[src/rtl/display_scan_ctrl_pkg.sv]
// -----------------------------------------------------------------------------
// display_scan_ctrl_pkg
// Shared definitions for the multiplexed 7-segment scan controller:
//   - scan_state_e : slot phase (BLANK = anti-ghosting gap, DRIVE = anode on)
//   - SEG_OFF      : all segments dark (segments are active-low)
//   - BCD_W        : width of one digit code
//   - digit_is_zero: a digit is a leading-zero candidate when its code is 0
//                    and its decimal point is not lit
// -----------------------------------------------------------------------------
package display_scan_ctrl_pkg;

    typedef enum logic {
        ST_BLANK = 1'b0,
        ST_DRIVE = 1'b1
    } scan_state_e;

    localparam logic [7:0] SEG_OFF = 8'hFF;
    localparam int         BCD_W   = 4;

    function automatic logic digit_is_zero(input logic [BCD_W-1:0] code,
                                           input logic             dp);
        return (code == '0) && !dp;
    endfunction

endpackage

[src/rtl/display_scan_ctrl_if.sv]
// -----------------------------------------------------------------------------
// display_scan_ctrl_if
// Host-side load bus of the scan controller.
//   load      : one-cycle request to display digits_in/dp_in
//   digits_in : BCD digits, digit i at [4i+3:4i], digit 0 least significant
//   dp_in     : decimal point per digit, active-high
//   blank_lz  : leading-zero blanking enable (level, used live)
//   load_ack  : one-cycle pulse when a pending load becomes the displayed value
// Modports: master = host, slave = controller.
// -----------------------------------------------------------------------------
interface display_scan_ctrl_if
    import display_scan_ctrl_pkg::*;
#(
    parameter int NUM_DIGITS = 4
);

    logic                        load;
    logic [BCD_W*NUM_DIGITS-1:0] digits_in;
    logic [NUM_DIGITS-1:0]       dp_in;
    logic                        blank_lz;
    logic                        load_ack;

    modport master (
        output load,
        output digits_in,
        output dp_in,
        output blank_lz,
        input  load_ack
    );

    modport slave (
        input  load,
        input  digits_in,
        input  dp_in,
        input  blank_lz,
        output load_ack
    );

endinterface

[src/rtl/display_scan_ctrl_scan_prescaler.sv]
// -----------------------------------------------------------------------------
// scan_prescaler
// Free-running 0..SCAN_DIV-1 slot counter for the display scan.
//   clk          : rising-edge clock
//   rst_n        : asynchronous active-low reset (counter to 0)
//   slot_start_o : high in the last cycle of a slot, so the next cycle is the
//                  first cycle of a new slot
//   blank_done_o : high in the last anti-ghosting cycle of a slot
// -----------------------------------------------------------------------------
module scan_prescaler #(
    parameter int SCAN_DIV     = 50000,
    parameter int BLANK_CYCLES = 2
) (
    input  logic clk,
    input  logic rst_n,
    output logic slot_start_o,
    output logic blank_done_o
);

    localparam int               CNT_W      = (SCAN_DIV > 1) ? $clog2(SCAN_DIV) : 1;
    localparam logic [CNT_W-1:0] CNT_LAST   = CNT_W'(SCAN_DIV - 1);
    localparam logic [CNT_W-1:0] BLANK_LAST = CNT_W'(BLANK_CYCLES - 1);

    logic [CNT_W-1:0] cnt_q;
    logic [CNT_W-1:0] cnt_d;

    always_comb begin
        cnt_d = cnt_q + 1'b1;
        if (cnt_q == CNT_LAST) begin
            cnt_d = '0;
        end
    end

    always_ff @(posedge clk or negedge rst_n) begin
        if (!rst_n) begin
            cnt_q <= '0;
        end else begin
            cnt_q <= cnt_d;
        end
    end

    assign slot_start_o = (cnt_q == CNT_LAST);
    assign blank_done_o = (cnt_q == BLANK_LAST);

endmodule

[src/rtl/display_scan_ctrl.sv]
// -----------------------------------------------------------------------------
// display_scan_ctrl
// Time-multiplexed scan controller for NUM_DIGITS common-anode 7-segment
// digits sharing one external BCD decoder.
//   clk       : rising-edge clock
//   rst_n     : asynchronous active-low reset
//   bus       : host load bus (load, digits_in, dp_in, blank_lz, load_ack)
//   dec_digit : BCD code presented to the shared decoder
//   dec_dp    : decimal-point request to the decoder, active-high
//   seg_in    : decoder output, active-low, bit 7 = dp
//   seg_out   : seg_in registered, to the segment pins, active-low
//   anode_n   : digit enables, active-low, at most one low
//
// Each slot is SCAN_DIV cycles: BLANK_CYCLES with every anode off (the decoder
// input switches to the new digit at the start of this gap and seg_out settles)
// followed by DRIVE with the slot's anode on. New values are double-buffered:
// a load lands in a pending register and only moves to the displayed shadow
// register at a frame boundary, so a frame is never shown half old/half new.
// load_ack is registered: it is high in the first cycle of the frame that
// shows the transferred value.
// -----------------------------------------------------------------------------
module display_scan_ctrl
    import display_scan_ctrl_pkg::*;
#(
    parameter int NUM_DIGITS   = 4,
    parameter int SCAN_DIV     = 50000,
    parameter int BLANK_CYCLES = 2
) (
    input  logic                  clk,
    input  logic                  rst_n,
    display_scan_ctrl_if.slave    bus,
    output logic [BCD_W-1:0]      dec_digit,
    output logic                  dec_dp,
    input  logic [7:0]            seg_in,
    output logic [7:0]            seg_out,
    output logic [NUM_DIGITS-1:0] anode_n
);

    localparam int               IDX_W    = $clog2(NUM_DIGITS);
    localparam logic [IDX_W-1:0] IDX_LAST = IDX_W'(NUM_DIGITS - 1);
    localparam int               DIG_W    = BCD_W * NUM_DIGITS;

    // ---------------------------------------------------------------- state
    scan_state_e           state_q, state_d;
    logic [IDX_W-1:0]      idx_q, idx_d;

    logic [DIG_W-1:0]      pend_dig_q, pend_dig_d;
    logic [NUM_DIGITS-1:0] pend_dp_q, pend_dp_d;
    logic                  pend_vld_q, pend_vld_d;

    logic [DIG_W-1:0]      shadow_dig_q, shadow_dig_d;
    logic [NUM_DIGITS-1:0] shadow_dp_q, shadow_dp_d;

    logic                  load_ack_q, load_ack_d;
    logic [NUM_DIGITS-1:0] anode_q, anode_d;
    logic [BCD_W-1:0]      dec_digit_q, dec_digit_d;
    logic                  dec_dp_q, dec_dp_d;
    logic [7:0]            seg_q;

    logic                  slot_start;
    logic                  blank_done;
    logic                  frame_wrap;

    logic [BCD_W-1:0]      shadow_digit_w [NUM_DIGITS];
    logic [NUM_DIGITS-1:1] zero_w;
    logic [NUM_DIGITS-1:0] blank_w;
    logic                  lz_run;

    // ------------------------------------------------------------ prescaler
    scan_prescaler #(
        .SCAN_DIV     (SCAN_DIV),
        .BLANK_CYCLES (BLANK_CYCLES)
    ) u_prescaler (
        .clk          (clk),
        .rst_n        (rst_n),
        .slot_start_o (slot_start),
        .blank_done_o (blank_done)
    );

    // Last cycle of the last digit's slot: the next cycle starts digit 0.
    assign frame_wrap = slot_start && (idx_q == IDX_LAST);

    // ------------------------------------------------------------ scan FSM
    always_comb begin
        state_d = state_q;
        idx_d   = idx_q;
        case (state_q)
            ST_BLANK: begin
                if (blank_done) begin
                    state_d = ST_DRIVE;
                end
            end
            ST_DRIVE: begin
                if (slot_start) begin
                    state_d = ST_BLANK;
                    // Explicit wrap keeps non-power-of-2 digit counts in range.
                    idx_d   = (idx_q == IDX_LAST) ? '0 : idx_q + 1'b1;
                end
            end
            default: begin
                state_d = ST_BLANK;
            end
        endcase
    end

    // ---------------------------------------------- pending / shadow buffer
    always_comb begin
        pend_dig_d   = pend_dig_q;
        pend_dp_d    = pend_dp_q;
        pend_vld_d   = pend_vld_q;
        shadow_dig_d = shadow_dig_q;
        shadow_dp_d  = shadow_dp_q;
        load_ack_d   = 1'b0;

        // Transfer uses the registered pending contents, so a load in the
        // wrap cycle itself is not part of this transfer.
        if (frame_wrap && pend_vld_q) begin
            shadow_dig_d = pend_dig_q;
            shadow_dp_d  = pend_dp_q;
            pend_vld_d   = 1'b0;
            load_ack_d   = 1'b1;
        end

        // Latest load wins; it re-arms pending even in the wrap cycle.
        if (bus.load) begin
            pend_dig_d = bus.digits_in;
            pend_dp_d  = bus.dp_in;
            pend_vld_d = 1'b1;
        end
    end

    // ------------------------------------------------ leading-zero blanking
    // Evaluated on the next-cycle shadow so anode/decoder registers and the
    // blanking mask always describe the same displayed value.
    genvar gi;
    for (gi = 0; gi < NUM_DIGITS; gi++) begin : g_digit
        assign shadow_digit_w[gi] = shadow_dig_d[BCD_W*gi +: BCD_W];
    end

    for (gi = 1; gi < NUM_DIGITS; gi++) begin : g_zero
        assign zero_w[gi] = digit_is_zero(shadow_digit_w[gi], shadow_dp_d[gi]);
    end

    // Walk down from the most significant digit; blanking stops at the first
    // non-zero digit (or lit dp). Digit 0 always shows.
    always_comb begin
        lz_run  = bus.blank_lz;
        blank_w = '0;
        for (int i = NUM_DIGITS - 1; i >= 1; i--) begin
            lz_run     = lz_run && zero_w[i];
            blank_w[i] = lz_run;
        end
    end

    // --------------------------------------------------- output next-state
    always_comb begin
        anode_d     = '1;
        dec_digit_d = shadow_digit_w[idx_d];
        dec_dp_d    = shadow_dp_d[idx_d];
        if ((state_d == ST_DRIVE) && !blank_w[idx_d]) begin
            anode_d[idx_d] = 1'b0;
        end
    end

    // ------------------------------------------------------------ registers
    always_ff @(posedge clk or negedge rst_n) begin
        if (!rst_n) begin
            state_q      <= ST_BLANK;
            idx_q        <= '0;
            pend_dig_q   <= '0;
            pend_dp_q    <= '0;
            pend_vld_q   <= 1'b0;
            shadow_dig_q <= '0;
            shadow_dp_q  <= '0;
            load_ack_q   <= 1'b0;
            anode_q      <= '1;
            dec_digit_q  <= '0;
            dec_dp_q     <= 1'b0;
        end else begin
            state_q      <= state_d;
            idx_q        <= idx_d;
            pend_dig_q   <= pend_dig_d;
            pend_dp_q    <= pend_dp_d;
            pend_vld_q   <= pend_vld_d;
            shadow_dig_q <= shadow_dig_d;
            shadow_dp_q  <= shadow_dp_d;
            load_ack_q   <= load_ack_d;
            anode_q      <= anode_d;
            dec_digit_q  <= dec_digit_d;
            dec_dp_q     <= dec_dp_d;
        end
    end

    // Decoder output is re-timed every cycle; the BLANK gap hides its
    // one-cycle latency after the decoder input switches digits.
    always_ff @(posedge clk or negedge rst_n) begin
        if (!rst_n) begin
            seg_q <= SEG_OFF;
        end else begin
            seg_q <= seg_in;
        end
    end

    assign bus.load_ack = load_ack_q;
    assign anode_n      = anode_q;
    assign dec_digit    = dec_digit_q;
    assign dec_dp       = dec_dp_q;
    assign seg_out      = seg_q;

endmodule

[src/flat_wrapper.sv]
// flat-port wrapper written by rule: the top's interface ports become plain ports
module display_scan_ctrl_flat import display_scan_ctrl_pkg::*;
#(
    parameter int NUM_DIGITS   = 4,
    parameter int SCAN_DIV     = 50000,
    parameter int BLANK_CYCLES = 2
)
  (clk, rst_n, dec_digit, dec_dp, seg_in, seg_out, anode_n, bus_load, bus_digits_in, bus_dp_in, bus_blank_lz, bus_load_ack);
  display_scan_ctrl_if #(.NUM_DIGITS(NUM_DIGITS)) bus_i ();
  input  logic clk;
  input  logic rst_n;
  output logic [BCD_W-1:0] dec_digit;
  output logic dec_dp;
  input  logic [7:0] seg_in;
  output logic [7:0] seg_out;
  output logic [NUM_DIGITS-1:0] anode_n;
  input wire logic [$bits(bus_i.load)-1:0] bus_load;
  input wire logic [$bits(bus_i.digits_in)-1:0] bus_digits_in;
  input wire logic [$bits(bus_i.dp_in)-1:0] bus_dp_in;
  input wire logic [$bits(bus_i.blank_lz)-1:0] bus_blank_lz;
  output wire logic [$bits(bus_i.load_ack)-1:0] bus_load_ack;
  assign bus_i.load = bus_load;
  assign bus_i.digits_in = bus_digits_in;
  assign bus_i.dp_in = bus_dp_in;
  assign bus_i.blank_lz = bus_blank_lz;
  assign bus_load_ack = bus_i.load_ack;
  display_scan_ctrl #(.NUM_DIGITS(NUM_DIGITS), .SCAN_DIV(SCAN_DIV), .BLANK_CYCLES(BLANK_CYCLES)) u_core (.clk(clk), .rst_n(rst_n), .bus(bus_i), .dec_digit(dec_digit), .dec_dp(dec_dp), .seg_in(seg_in), .seg_out(seg_out), .anode_n(anode_n));
endmodule
[config.mk]
export PLATFORM = sky130hd
export DESIGN_NAME = display_scan_ctrl_flat
export DESIGN_NICKNAME = d
export VERILOG_FILES = /design/src/rtl/display_scan_ctrl_pkg.sv /design/src/rtl/display_scan_ctrl_if.sv /design/src/rtl/display_scan_ctrl_scan_prescaler.sv /design/src/rtl/display_scan_ctrl.sv /design/src/flat_wrapper.sv
export SDC_FILE = /design/constraint.sdc
export NUM_CORES = 1
export LEC_CHECK = 0
export CAP_MARGIN = 10
export CORE_UTILIZATION = 46
export DETAILED_ROUTE_END_ITERATION = 8
export GPL_TIMING_DRIVEN = 0
export PLACE_DENSITY = 0.68
export SKIP_LAST_GASP = 1
export SLEW_MARGIN = 40
export SYNTH_ARGS = -nofsm -noshare
export SYNTH_HDL_FRONTEND = slang
export SYNTH_SLANG_ARGS = --single-unit
export TNS_END_PERCENT = 30
[constraint.sdc]
create_clock -name clk -period 5.5 [get_ports clk]
set_clock_uncertainty 0.2 [all_clocks]
set_input_delay 0.55 -clock clk [delete_from_list [all_inputs] [get_ports clk]]
set_output_delay 0.55 -clock clk [all_outputs]
set_load 0.01 [all_outputs]
==> results.tsv <==
metric	value	unit
status	finished, final reports clean	
final core occ	0.603	
DRC viols	0	
grt peak-use layer	met2	
syn nets	277	
clock-pin transition on the worst setup and hold timing paths	0.08	ns
met1 Track Usage GR	0.226	
post-synthesis sequential area ratio	0.606	
IO buf count	49	
CTS root buf	clkbuf_8	
pwr/cell area	273	mW/mm^2
core footprint	0.00679	mm^2
hold path start	u_core.pend_vld_q	
Pleak	0.00185	uW
met2 Resource Use GR	0.322	
VDD IR max	0.136	mV
I/O pins	50	
Post-synth EDFFs	0	
# placed instances	388	
Syn-to-layout area delta	26.2	%
first-pass GRT wire length	10500	um
fraction of registers with async set/reset	1.00	
HPWL Detailed	4390	um
Tot GR Track Use	0.190	
Initial Util	0.478	
fin crit share	0.459	
Distinct cells, synth	36	
Critical Path Source Type	flop	
setup tns final	0	ns
Vias	2088	
total CTS buffers	9	
HP Class	reg2reg	
Die Y	86.0	um
GP Congestion	0.857	
Ys Warns	0	
number of global-route vias before repair	2180	
Non-Filler Instances	405	
Post-DRT Antenna Nets	0	
dpl ws	3.01	ns
minimum clock period	2.53	ns
CTS sink count	78	
Worst EP arrival	2.60	ns
Routed Wire Length	6190	um
Crit. End Element	flop	
TritonRoute pass-1 iters	4	
worst slew pin tran	0.617	ns
CP Max Fanout	6	
routed wire length per instance	15.3	um
Post-layout nets	339	
RR Startpoint	u_core.u_prescaler.cnt_q[0]	
DR iter-0 viols	44	
hold slack	0.290	ns
Die W	86.0	um
H-tree depth	3	
final setup fails	0	
grt ovf	0	
share of post-route cells with drive strength above 1	0.246	
largest net degree at the start of global routing	45	
Worst slew margin	0.589	
synthesized flop and latch total	78	
Syn Area/Cell	13.4	um^2
Worst Path Required	5.57	ns
Achievable Freq	0.396	GHz
FF-to-FF path depth	8	
initial antenna violation count	0	
crit path from	u_core.u_prescaler.cnt_q[0]	
total setup buffers inserted after CTS	0	
Die ar.	0.00740	mm^2
Fin. Hold Viols	0	
Crit Path Category	reg2reg	
Cell Rows	30	
Max-Cap Viols	0	
Bufs on Longest Clock Path	2	
Vias/cell	5.16	
CTS tree	yes	
clk_lat worst skew	0.34	ns
RSZ-0062 raised after global routing	false	
setup ws final	2.97	ns
GR Layer Usage met3	0.0452	
Cells after Synth	242	
Antenna diodes	0	
count of final max-slew check failures	0	
Top FF cell, synth	dfrtp_1	
synthesized area	0.00325	mm^2
Worst Hold Path Cells	1	
[critical path, stage by stage, from the launching register on]
cell	delay (ns)
dfrtp_1	0.40
ha_1	0.25
and4_1	0.26
and4_1	0.27
mux2i_1	0.50
inv_2	0.15
nand2_1	0.18
o22ai_1	0.11
nor2_1	0.11
[flip-flops by register name, indices dropped and copies added, names as in the netlist]
| signal | count |
|---|---|
| u_core.pend_dig_q | 16 |
| u_core.shadow_dig_q | 16 |
| u_core.u_prescaler.cnt_q | 16 |
| u_core.seg_out | 8 |
| u_core.anode_n | 4 |
| u_core.dec_digit | 4 |
| u_core.pend_dp_q | 4 |
| u_core.shadow_dp_q | 4 |
| u_core.idx_q | 2 |
| u_core.bus.load_ack | 1 |
| u_core.dec_dp | 1 |
| u_core.pend_vld_q | 1 |
| u_core.state_q | 1 |
[synthesized netlist by cell type (4+ instances only)]
| cell | instances | area (um^2) |
|---|---|---|
| o22ai_1 | 8 | 50.1 |
| nor2_1 | 20 | 75.1 |
| mux2i_1 | 5 | 50.1 |
| mux2_2 | 31 | 349 |
| xnor2_1 | 5 | 43.8 |
| nand2_1 | 16 | 60.1 |
| nor3_1 | 5 | 25.0 |
| mux2_4 | 10 | 150 |
| and3_1 | 4 | 25.0 |
| dfrtp_1 | 66 | 1650 |
| nor4_1 | 4 | 25.0 |
| o21ai_0 | 4 | 20.0 |
| xor2_1 | 8 | 70.1 |
| or4_1 | 4 | 30.0 |
| nand3_1 | 9 | 45.0 |
| dfstp_2 | 12 | 315 |
[per-stage QoR]
| step | area [um^2] | total power [uW] |
|---|---|---|
| after global placement | 3860 | 679 |
| final | 4100 | 1120 |
| after floorplan | 3250 | 634 |
| after detailed placement | 3880 | 683 |
| after global routing | 4100 | 1160 |
| after CTS | 4100 | 1130 |
[kinds of logic after synthesis]
kind of cell    count (synthesis)  synth area share
fa+ha+maj                       3            0.0116
simple gates                   74             0.122
flops                          78             0.606
mux                            46             0.169
buf+inv                        10            0.0212
compound gates                 18            0.0351
xor+xnor                       13            0.0351
[layout make-up]
type | count | area (um^2)
Buffer | 6 | 53.8
Fill cell | 546 | 2700
Timing Repair Buffer | 51 | 522
Clock buffer | 13 | 169
Sequential cell | 78 | 1970
Multi-Input combinational cell | 154 | 1210
Inverter | 4 | 15.0
Clock inverter | 3 | 41.3
Tap cell | 96 | 120
[layout by cell type (no fill, tap or decap), types with 2 or more instances in the layout]
master	count
xor2_1	8
o22ai_1	8
xnor2_1	5
nor4b_1	2
nand2_1	16
mux2_4	10
nor2_1	20
buf_6	3
and3_1	4
dfstp_2	12
nor3_1	5
nor4_1	4
nand3b_1	2
or4_1	4
mux2_2	31
mux2i_1	5
dfrtp_1	66
clkdlybuf4s50_1	48
inv_1	3
and4_1	3
buf_12	2
clkbuf_1	4
clkbuf_8	12
ha_1	3
nand3_1	9
o21ai_0	4
[power breakdown]
group | leakage [uW] | switching (uW) | internal [uW]
clock network | 0.000110 | 201 | 247
registers | 0.000978 | 11.6 | 593
logic | 0.000763 | 24.1 | 41.0
total | 0.00185 | 237 | 881
[layer usage]
| metal | vias up | share of wire |
|---|---|---|
| met5 | - | 0 |
| met2 | 48 | 0.51 |
| met3 | 13 | 0.039 |
| met1 | 1041 | 0.43 |
| li1 | 986 | - |
| met4 | 0 | 0.021 |
[what timing repair did]
action                    in CTS  in global routing
gates resized for setup        0                  0
hold buffers                   1                  0
hold endpoints to repair      22                  0
[worst paths after layout]
check / to / slack [ns]
max reg2reg: u_core.dec_digit[3] / 2.97
min in group asynchronous: u_core.u_prescaler.cnt_q[5] / 0.45
min reg2reg: u_core.pend_vld_q / 0.29
max: u_core.dec_digit[3] / 2.97
min: u_core.pend_vld_q / 0.29
max in group asynchronous: u_core.shadow_dig_q[6] / 4.12
No activity file was read; power rests on OpenSTA's default activity.
